<file path="config.mk">
export PLATFORM = sky130hd
export DESIGN_NAME = instr_fetch_unit
export DESIGN_NICKNAME = d
export VERILOG_FILES = /design/src/rtl/fetch_pkg.sv /design/src/rtl/fetch_fifo.sv /design/src/rtl/instr_fetch_unit.sv
export SDC_FILE = /design/constraint.sdc
export NUM_CORES = 1
export LEC_CHECK = 0
export ABC_AREA = 1
export CAP_MARGIN = 20
export CORE_ASPECT_RATIO = 0.8
export CORE_MARGIN = 3
export CORE_UTILIZATION = 60
export CTS_BUF_LIST = sky130_fd_sc_hd__clkbuf_8
export DETAILED_ROUTE_END_ITERATION = 6
export DONT_BUFFER_PORTS = 1
export GPL_ROUTABILITY_DRIVEN = 0
export GPL_TIMING_DRIVEN = 0
export PLACE_DENSITY = 0.81
export SYNTH_ARGS = -nofsm -noshare
export SYNTH_HDL_FRONTEND = slang
export SYNTH_HIERARCHICAL = 1
export SYNTH_SLANG_ARGS = --single-unit
</file>
<file path="constraint.sdc">
create_clock -name clk -period 12.55 [get_ports clk]
set_input_delay 1.8825 -clock clk [delete_from_list [all_inputs] [get_ports clk]]
set_output_delay 1.8825 -clock clk [all_outputs]
set_load 0.005 [all_outputs]
</file>
<file path="src/rtl/fetch_pkg.sv">
// Shared constants for the instruction fetch unit: FSM encoding and parameter defaults.
package fetch_pkg;

   localparam logic [1:0] StIdle  = 2'd0;
   localparam logic [1:0] StRun   = 2'd1;
   localparam logic [1:0] StFlush = 2'd2;

   localparam int unsigned DefAddrW   = 32;
   localparam int unsigned DefInstW   = 32;
   localparam int unsigned DefDepth   = 4;
   localparam int unsigned DefPcStep  = 4;
   localparam logic [31:0] DefResetPc = 32'h0000_0000;

endpackage

</file>
<file path="src/rtl/fetch_fifo.sv">
// Prefetch buffer: DEPTH-entry FIFO with registered storage, flush and occupancy count.
module fetch_fifo #(
   parameter int unsigned DEPTH = 4,
   parameter int unsigned WIDTH = 64
) (
   input  logic                   clk,
   input  logic                   rst,
   input  logic                   flush,
   input  logic                   push,
   input  logic [WIDTH-1:0]       wdata,
   input  logic                   pop,
   output logic [WIDTH-1:0]       rdata,
   output logic [$clog2(DEPTH):0] count
);

   localparam int unsigned    PtrW = $clog2(DEPTH);
   localparam logic [PtrW:0]  Full = (PtrW + 1)'(DEPTH);

   logic [WIDTH-1:0] mem_q [DEPTH];
   logic [PtrW-1:0]  wr_ptr_q, rd_ptr_q;
   logic [PtrW:0]    count_q, count_d;
   logic             do_push, do_pop;

   assign do_pop  = pop && (count_q != '0) && !flush;
   // A full buffer still takes a push when the head leaves in the same cycle.
   assign do_push = push && !flush && ((count_q != Full) || do_pop);

   always_comb begin
      count_d = count_q;
      if (flush) begin
         count_d = '0;
      end else if (do_push && !do_pop) begin
         count_d = count_q + (PtrW + 1)'(1);
      end else if (do_pop && !do_push) begin
         count_d = count_q - (PtrW + 1)'(1);
      end
   end

   always_ff @(posedge clk or negedge rst) begin
      if (!rst) begin
         wr_ptr_q <= '0;
         rd_ptr_q <= '0;
         count_q  <= '0;
      end else begin
         if (flush) begin
            wr_ptr_q <= '0;
            rd_ptr_q <= '0;
         end else begin
            if (do_push) wr_ptr_q <= wr_ptr_q + PtrW'(1);
            if (do_pop)  rd_ptr_q <= rd_ptr_q + PtrW'(1);
         end
         count_q <= count_d;
      end
   end

   always_ff @(posedge clk) begin
      if (do_push) mem_q[wr_ptr_q] <= wdata;
   end

   assign rdata = (count_q != '0) ? mem_q[rd_ptr_q] : '0;
   assign count = count_q;

endmodule

</file>
<file path="src/rtl/instr_fetch_unit.sv">
// Instruction fetch unit: credit-limited sequential prefetch with redirect flush and
// in-order response tracking.
module instr_fetch_unit
   import fetch_pkg::*;
#(
   parameter int unsigned       ADDR_W   = DefAddrW,
   parameter int unsigned       INST_W   = DefInstW,
   parameter int unsigned       DEPTH    = DefDepth,
   parameter logic [ADDR_W-1:0] RESET_PC = ADDR_W'(DefResetPc),
   parameter int unsigned       PC_STEP  = DefPcStep
) (
   input  logic              clk,
   input  logic              rst,
   input  logic              en,
   output logic              imem_req,
   output logic [ADDR_W-1:0] imem_addr,
   input  logic              imem_ack,
   input  logic              imem_rvalid,
   input  logic [INST_W-1:0] imem_rdata,
   input  logic              redirect_valid,
   input  logic [ADDR_W-1:0] redirect_target,
   output logic              inst_valid,
   input  logic              inst_ready,
   output logic [INST_W-1:0] inst_data,
   output logic [ADDR_W-1:0] inst_pc
);

   localparam int unsigned       CntW    = $clog2(DEPTH) + 1;
   localparam logic [ADDR_W-1:0] Step    = ADDR_W'(PC_STEP);
   localparam logic [CntW:0]     Credits = (CntW + 1)'(DEPTH);

   logic [1:0]               state_q, state_d;
   logic [ADDR_W-1:0]        fetch_pc_q, fetch_pc_d;
   logic [ADDR_W-1:0]        resp_pc_q, resp_pc_d;
   logic [CntW-1:0]          outst_q, outst_d;
   logic [CntW-1:0]          discard_q, discard_d;
   logic [CntW-1:0]          fifo_count;
   logic [INST_W+ADDR_W-1:0] fifo_rdata;
   logic [CntW:0]            in_use;
   logic [CntW-1:0]          pending;
   logic                     acked, rvalid_seen, push, pop;

   assign in_use      = (CntW + 1)'(fifo_count) + (CntW + 1)'(outst_q);
   assign imem_req    = (state_q == StRun) && en && (in_use < Credits);
   assign imem_addr   = fetch_pc_q;
   assign acked       = imem_req && imem_ack;
   assign rvalid_seen = imem_rvalid && (state_q != StIdle);
   // Responses the memory still owes after this cycle, kept or not.
   assign pending     = outst_q + discard_q + CntW'(acked) - CntW'(rvalid_seen);

   always_comb begin
      state_d    = state_q;
      fetch_pc_d = fetch_pc_q;
      resp_pc_d  = resp_pc_q;
      outst_d    = outst_q;
      discard_d  = discard_q;
      push       = 1'b0;
      if (redirect_valid) begin
         fetch_pc_d = redirect_target;
         resp_pc_d  = redirect_target;
         outst_d    = '0;
         discard_d  = pending;
         state_d    = (pending == '0) ? StRun : StFlush;
      end else begin
         unique case (state_q)
            StIdle: begin
               if (en) state_d = StRun;
            end
            StRun: begin
               if (acked) fetch_pc_d = fetch_pc_q + Step;
               if (imem_rvalid) begin
                  push      = 1'b1;
                  resp_pc_d = resp_pc_q + Step;
               end
               outst_d = pending;
               if (!en && (outst_q == '0)) state_d = StIdle;
            end
            StFlush: begin
               discard_d = pending;
               if (pending == '0) state_d = en ? StRun : StIdle;
            end
            default: state_d = StIdle;
         endcase
      end
   end

   always_ff @(posedge clk or negedge rst) begin
      if (!rst) begin
         state_q    <= StIdle;
         fetch_pc_q <= RESET_PC;
         resp_pc_q  <= RESET_PC;
         outst_q    <= '0;
         discard_q  <= '0;
      end else begin
         state_q    <= state_d;
         fetch_pc_q <= fetch_pc_d;
         resp_pc_q  <= resp_pc_d;
         outst_q    <= outst_d;
         discard_q  <= discard_d;
      end
   end

   assign pop = inst_valid && inst_ready && !redirect_valid;

   fetch_fifo #(
      .DEPTH (DEPTH),
      .WIDTH (INST_W + ADDR_W)
   ) u_fifo (
      .clk   (clk),
      .rst   (rst),
      .flush (redirect_valid),
      .push  (push),
      .wdata ({imem_rdata, resp_pc_q}),
      .pop   (pop),
      .rdata (fifo_rdata),
      .count (fifo_count)
   );

   assign inst_valid = (fifo_count != '0);
   assign inst_data  = fifo_rdata[ADDR_W +: INST_W];
   assign inst_pc    = fifo_rdata[ADDR_W-1:0];

endmodule

</file>
**After elaboration in Yosys (flattened, before gate mapping)**

Memories as Yosys holds them, arrays and structs flattened.
Cells that the tools add are included.

- Register bits: 79
- Bits in writable memories: 256
- Input port bits: 71
- Logic and storage cells: 89
- Memories: 1

Memory list:

| memory | words | bits a word | rd ports | clocked after memory_dff | wr ports | RTL line | source |
|---|---|---|---|---|---|---|---|
| u_fifo.mem_q | 4 | 64 | 1 | 0 | 1 | fetch_fifo.sv:19 | `logic [WIDTH-1:0] mem_q [DEPTH];` |

- $add $sub $neg: 10
- Order comparisons: 1
- Eq/ne operators: 6
- Multiplexer cells: 30
- Reduce and logical (&&, ||, !) cells: 33

Operator list:

| cell | count |
|---|---|
| $mux W32 | 6 |
| $add A32 B3 Y32 const B | 2 |
| $mux W64 | 1 |
| $mux W3 | 7 |
| $mux W2 | 9 |
| $reduce_bool A2 Y1 | 7 |
| $logic_and A1 B1 Y1 | 13 |
| $ne A3 B3 Y1 const B | 3 |
| $logic_not A3 Y1 | 2 |
| $mux W1 | 6 |
| $pmux W2 S3 | 1 |
| $reduce_bool A3 Y1 | 2 |
| $add A2 B1 Y2 const B | 2 |
| $add A3 B3 Y4 | 1 |
| $logic_not A1 Y1 | 4 |
| $lt A4 B3 Y1 const B | 1 |
| $reduce_and A2 Y1 | 2 |
| $add A3 B1 Y3 | 1 |
| $add A3 B1 Y3 const B | 1 |
| $add A3 B3 Y3 | 1 |
| $ne A3 B2 Y1 const B | 1 |
| $reduce_and A3 Y1 | 1 |
| $sub A3 B1 Y3 | 1 |
| $sub A3 B1 Y3 const B | 1 |
| other kinds (4) | 4 |

**Logic depth before layout (Yosys ltp)**

- Depth in word-level cells: 12
- Gate-level depth with buffers: 20
- Mapped depth without buffers: 19

**Hierarchy**

The synthesis kept the hierarchy.

By module, submodules not included:

| module | times used | cells an instance | area each (µm²) | seq. area each (µm²) |
|---|---|---|---|---|
| fetch_fifo | 1 | 824 | 10362.4 | 7862.5 |
| instr_fetch_unit | 1 | 749 | 5018.6 | 1801.7 |

**Least setup slack after synthesis**

Ideal clock, no wire load.

- Kind: in2reg
- Start point: in redirect_valid
- End point: mem u_fifo.mem_q[0][0] (enable)
- Arrival: 5.408 ns
- Data required time: 12.063 ns
- Slack: 6.655 ns
- Stages on the path: 8
- Cell sequence: nor2_4 nand2_2 inv_2 buf_6 inv_1 nor2_1 nand2_1 nor2_1

- Elaborated cells on any way between the ends: 10

RTL lines:

| what | RTL line | source |
|---|---|---|
| start, declared | instr_fetch_unit.sv:20 | `input logic redirect_valid,` |
| $mux W1 | instr_fetch_unit.sv:58 | `if (redirect_valid) begin` |
| named net push | instr_fetch_unit.sv:41 | `logic acked, rvalid_seen, push, pop;` |
| $logic_and A1 B1 Y1 (2 in a row) | fetch_fifo.sv:26 | `assign do_push = push && !flush && ((count_q != Full) \|\| do_pop);` |
| $mux W1 | fetch_fifo.sv:57 | `if (do_push) mem_q[wr_ptr_q] <= wdata;` |
| $mux W1 (implied by the code) | fetch_fifo.sv:57 |  |
| end, declared | fetch_fifo.sv:19 |  |

The timed path passes the listed nets, and every way through them passes these cells.

**Worst setup path in the final report**

- Start point: in en
- End point: out imem_req

- Word-level cells in the longest chain between the ends: 2

RTL lines:

| what | RTL line | source |
|---|---|---|
| start, declared | instr_fetch_unit.sv:14 | `input logic en,` |
| $logic_and A1 B1 Y1 (2 in a row) | instr_fetch_unit.sv:44 | `assign imem_req = (state_q == StRun) && en && (in_use < Credits);` |
| end, declared | instr_fetch_unit.sv:15 | `output logic imem_req,` |

No other way between the ends.

==> results.toml <==
[clock_tree]
post_cts_resized = 0
cts.sinks = 335
numCtsBuffers = 51
clk_path_buf_depth = 3
root_buffer = "clkbuf_8"
post_cts_buffers = 0
cts_max_level = 2
clk_latency_ns = 0.59
cts_tree = "built"
holdBufCountCts = 0
path_clk_slew_ns = 0.06

[logic_synthesis]
synth_most_common_cell = "nor2_1"
async_flop_share_pct = 23.58
postSynthAreaPerCell_um2 = 9.778
yosys.area.top_type = "edfxtp_1"
synth_top_area_share_pct = 49.98
synth_area_leaders = "edfxtp_1 (50%), dfrtp_1 (13%), nor2_1 (8.7%)"
seq_area_frac_synth_pct = 62.83
ys_types = 34
netlist_area_um2 = 15380
syn_nets = 1657
yosysWarnings = 6
ys.flop_type = "edfxtp_1"
synth_edf_count = 256
synth_common_cells = "nor2_1 (356), nand2_1 (302), edfxtp_1 (256)"
ys_ff_latch = 335
netlist_instances = 1573

[setup_path]
cp.required_ns = 10.67
start_kind = "primary input"
cp_max_fo = 3
cp_slowest_cell = "nor2_4"
path_cells = "inv_1 -> nor2_1 -> nand2_2 -> nor2_4"
end_kind = "primary output"
worstSetupPathType = "primary input to primary output"
worstPathArrival_ns = 2.30
cpPeakStageDelay_ns = 0.14

[power_and_ir_drop]
pwr-share-comb_pct = 11.1
p_leak_nw = 6.536
power_density_nw_per_um2 = 144.4
intPower_mw = 1.757
seqPwrFrac_pct = 54.8
netSwitchingFraction_pct = 28.06
pwr-share-clk_pct = 34.1
power_switching_mw = 0.6850
ir_drop_mv = 0.1049

[floorplanning]
start_util_pct = 62.12
die_area_um2 = 27600
fp.dieW_um = 185.0
io_pins = 169
die_h_um = 149.2
fp.coreArea_um2 = 24760
num_rows = 51

[route]
vias_per_cell = 5.874
drc = 0
ant_nets = 0
drt_iter0_drc = 1045
num_vias = 11710
dr.pass1.iters = 6
drt-total-wl_um = 39540
routedWlPerCell_um = 19.83

[cells_and_area]
n_fill_cell = 1817
ff_latch_area_um2 = 9664
multiInputGateArea_um2 = 4984
drive_gt1_share_pct = 9.248
syn2layout_area_growth_pct = 9.932
antennaDiodeCount = 0
nNetsFinal = 1718

[sta]
final.min_clock_period_ns = 4.180
tightestPinTransition_ns = 0.7752
fmax_mhz = 239.2
hold_violations = 0
max-slew-margin-rel_pct = 48.20
slew_viol_final = 0
rsz0062_at_grt = "false"
finClkSkew_ns = 0.02847
finalCritPeriodShare_pct = 33.31
tns_ns = 0
setup_viol = 0
fin_hold_ws_ns = 0.5133

[placement]
numPortBuffers = 0
hpwl_um = 26990

[global_routing]
grt_max_degree = 80
grt.overflow.total = 0
grt_pass1_wl_um = 59470
grt_pass1_vias = 10950
antenna_found_initial = 0
grt_use_total_pct = 27.80

[job]
cap_violations = 0

[hold_path]
hp-class = "register to register"

[outcome]
outcome = "completed"
## stage by stage
step	total power [mW]	instance area, um2	std cells	setup WS [ns]	utilization, %
global route	2.548	16910	1994	8.279	68.29
detailed placement	1.624	15970	1899	8.025	64.50
finish	2.442	16910	1994	8.370	68.29
global placement	1.603	15780	1891	4.384	63.73
CTS	2.444	16910	1994	8.369	68.29
floorplan	1.530	15380	1573	6.655	-
## layer usage
metal	vias up	track usage [%]	part of all wire, %
met3	73	7.679	12
met2	670	43.53	46
li1	5410	-	-
met5	-	0	0
met1	5559	38.99	40
met4	0	7.162	2.0
## flip-flops by register name, summed over array words and instances (netlist names)
name and flops:
discard_q 3, imem_addr 32, outst_q 3, resp_pc_q 32, state_q 2, u_fifo/count 3
u_fifo/mem_q 256, u_fifo/rd_ptr_q 2, u_fifo/wr_ptr_q 2
## worst max-delay path, delay by kind of cell
kind                   cells  cell delay (ns)
and+or+nand+nor            3             0.35
buffers and inverters      1             0.05
## power groups by stage
stage	Combinational, mW	Sequential [mW]	Clock, mW
2_1_floorplan	0.202	1.33	0
3_3_place_gp	0.250	1.35	0
3_5_place_dp	0.267	1.36	0
4_1_cts	0.269	1.33	0.840
5_1_grt	0.307	1.34	0.897
6_report	0.271	1.34	0.833
## cells by family after synthesis
family,count (synthesis),synth area share [%]
buffers and inverters,168,4.962
xor gates and xnor gates,24,1.367
AOI/OAI and AO/OA,268,9.168
DFF,335,62.83
and+or+nand+nor,765,20.47
adders and majority gates,13,1.204
## area by class of cell
| cell class | count | share of cell area [%] |
|---|---|---|
| repair buffers | 8 | 0.9472 |
| multi-input cells | 1070 | 29.47 |
| flip-flops and latches | 335 | 57.16 |
| clock inverters | 40 | 1.080 |
| clock buffers | 55 | 4.477 |
| well taps | 318 | 2.353 |
| plain buffers | 63 | 2.176 |
| inverters | 105 | 2.338 |
## layout by cell type, fill, tap and decap left out, types with 8 or more instances in the layout
cell / n
nand3_1: 61
buf_12: 8
clkbuf_1: 17
dfrtp_1: 79
edfxtp_1: 256
o211ai_1: 13
inv_1: 117
buf_2: 12
clkinv_2: 11
buf_4: 19
nor2_1: 352
nor2_4: 15
nand2_1: 302
xor2_1: 19
inv_2: 9
ha_1: 10
clkbuf_8: 55
buf_1: 9
a21oi_1: 75
o21ai_0: 160
## worst paths after layout
check | startpoint | end | slack (ns) | cells after the start
setup / recovery | en | imem_req | 8.37 | 4
hold / removal | imem_addr[1] | imem_addr[1] | 0.51 | 2
setup reg to reg | state_q[0] | u_fifo/mem_q[1][30] | 9.31 | 12
hold reg to reg | imem_addr[1] | imem_addr[1] | 0.51 | 2
max in group asynchronous | rst | u_fifo/wr_ptr_q[0] | 11.41 | 0
min in group asynchronous | rst | imem_addr[20] | 0.99 | 0
(Power assumes the default switching activity.)
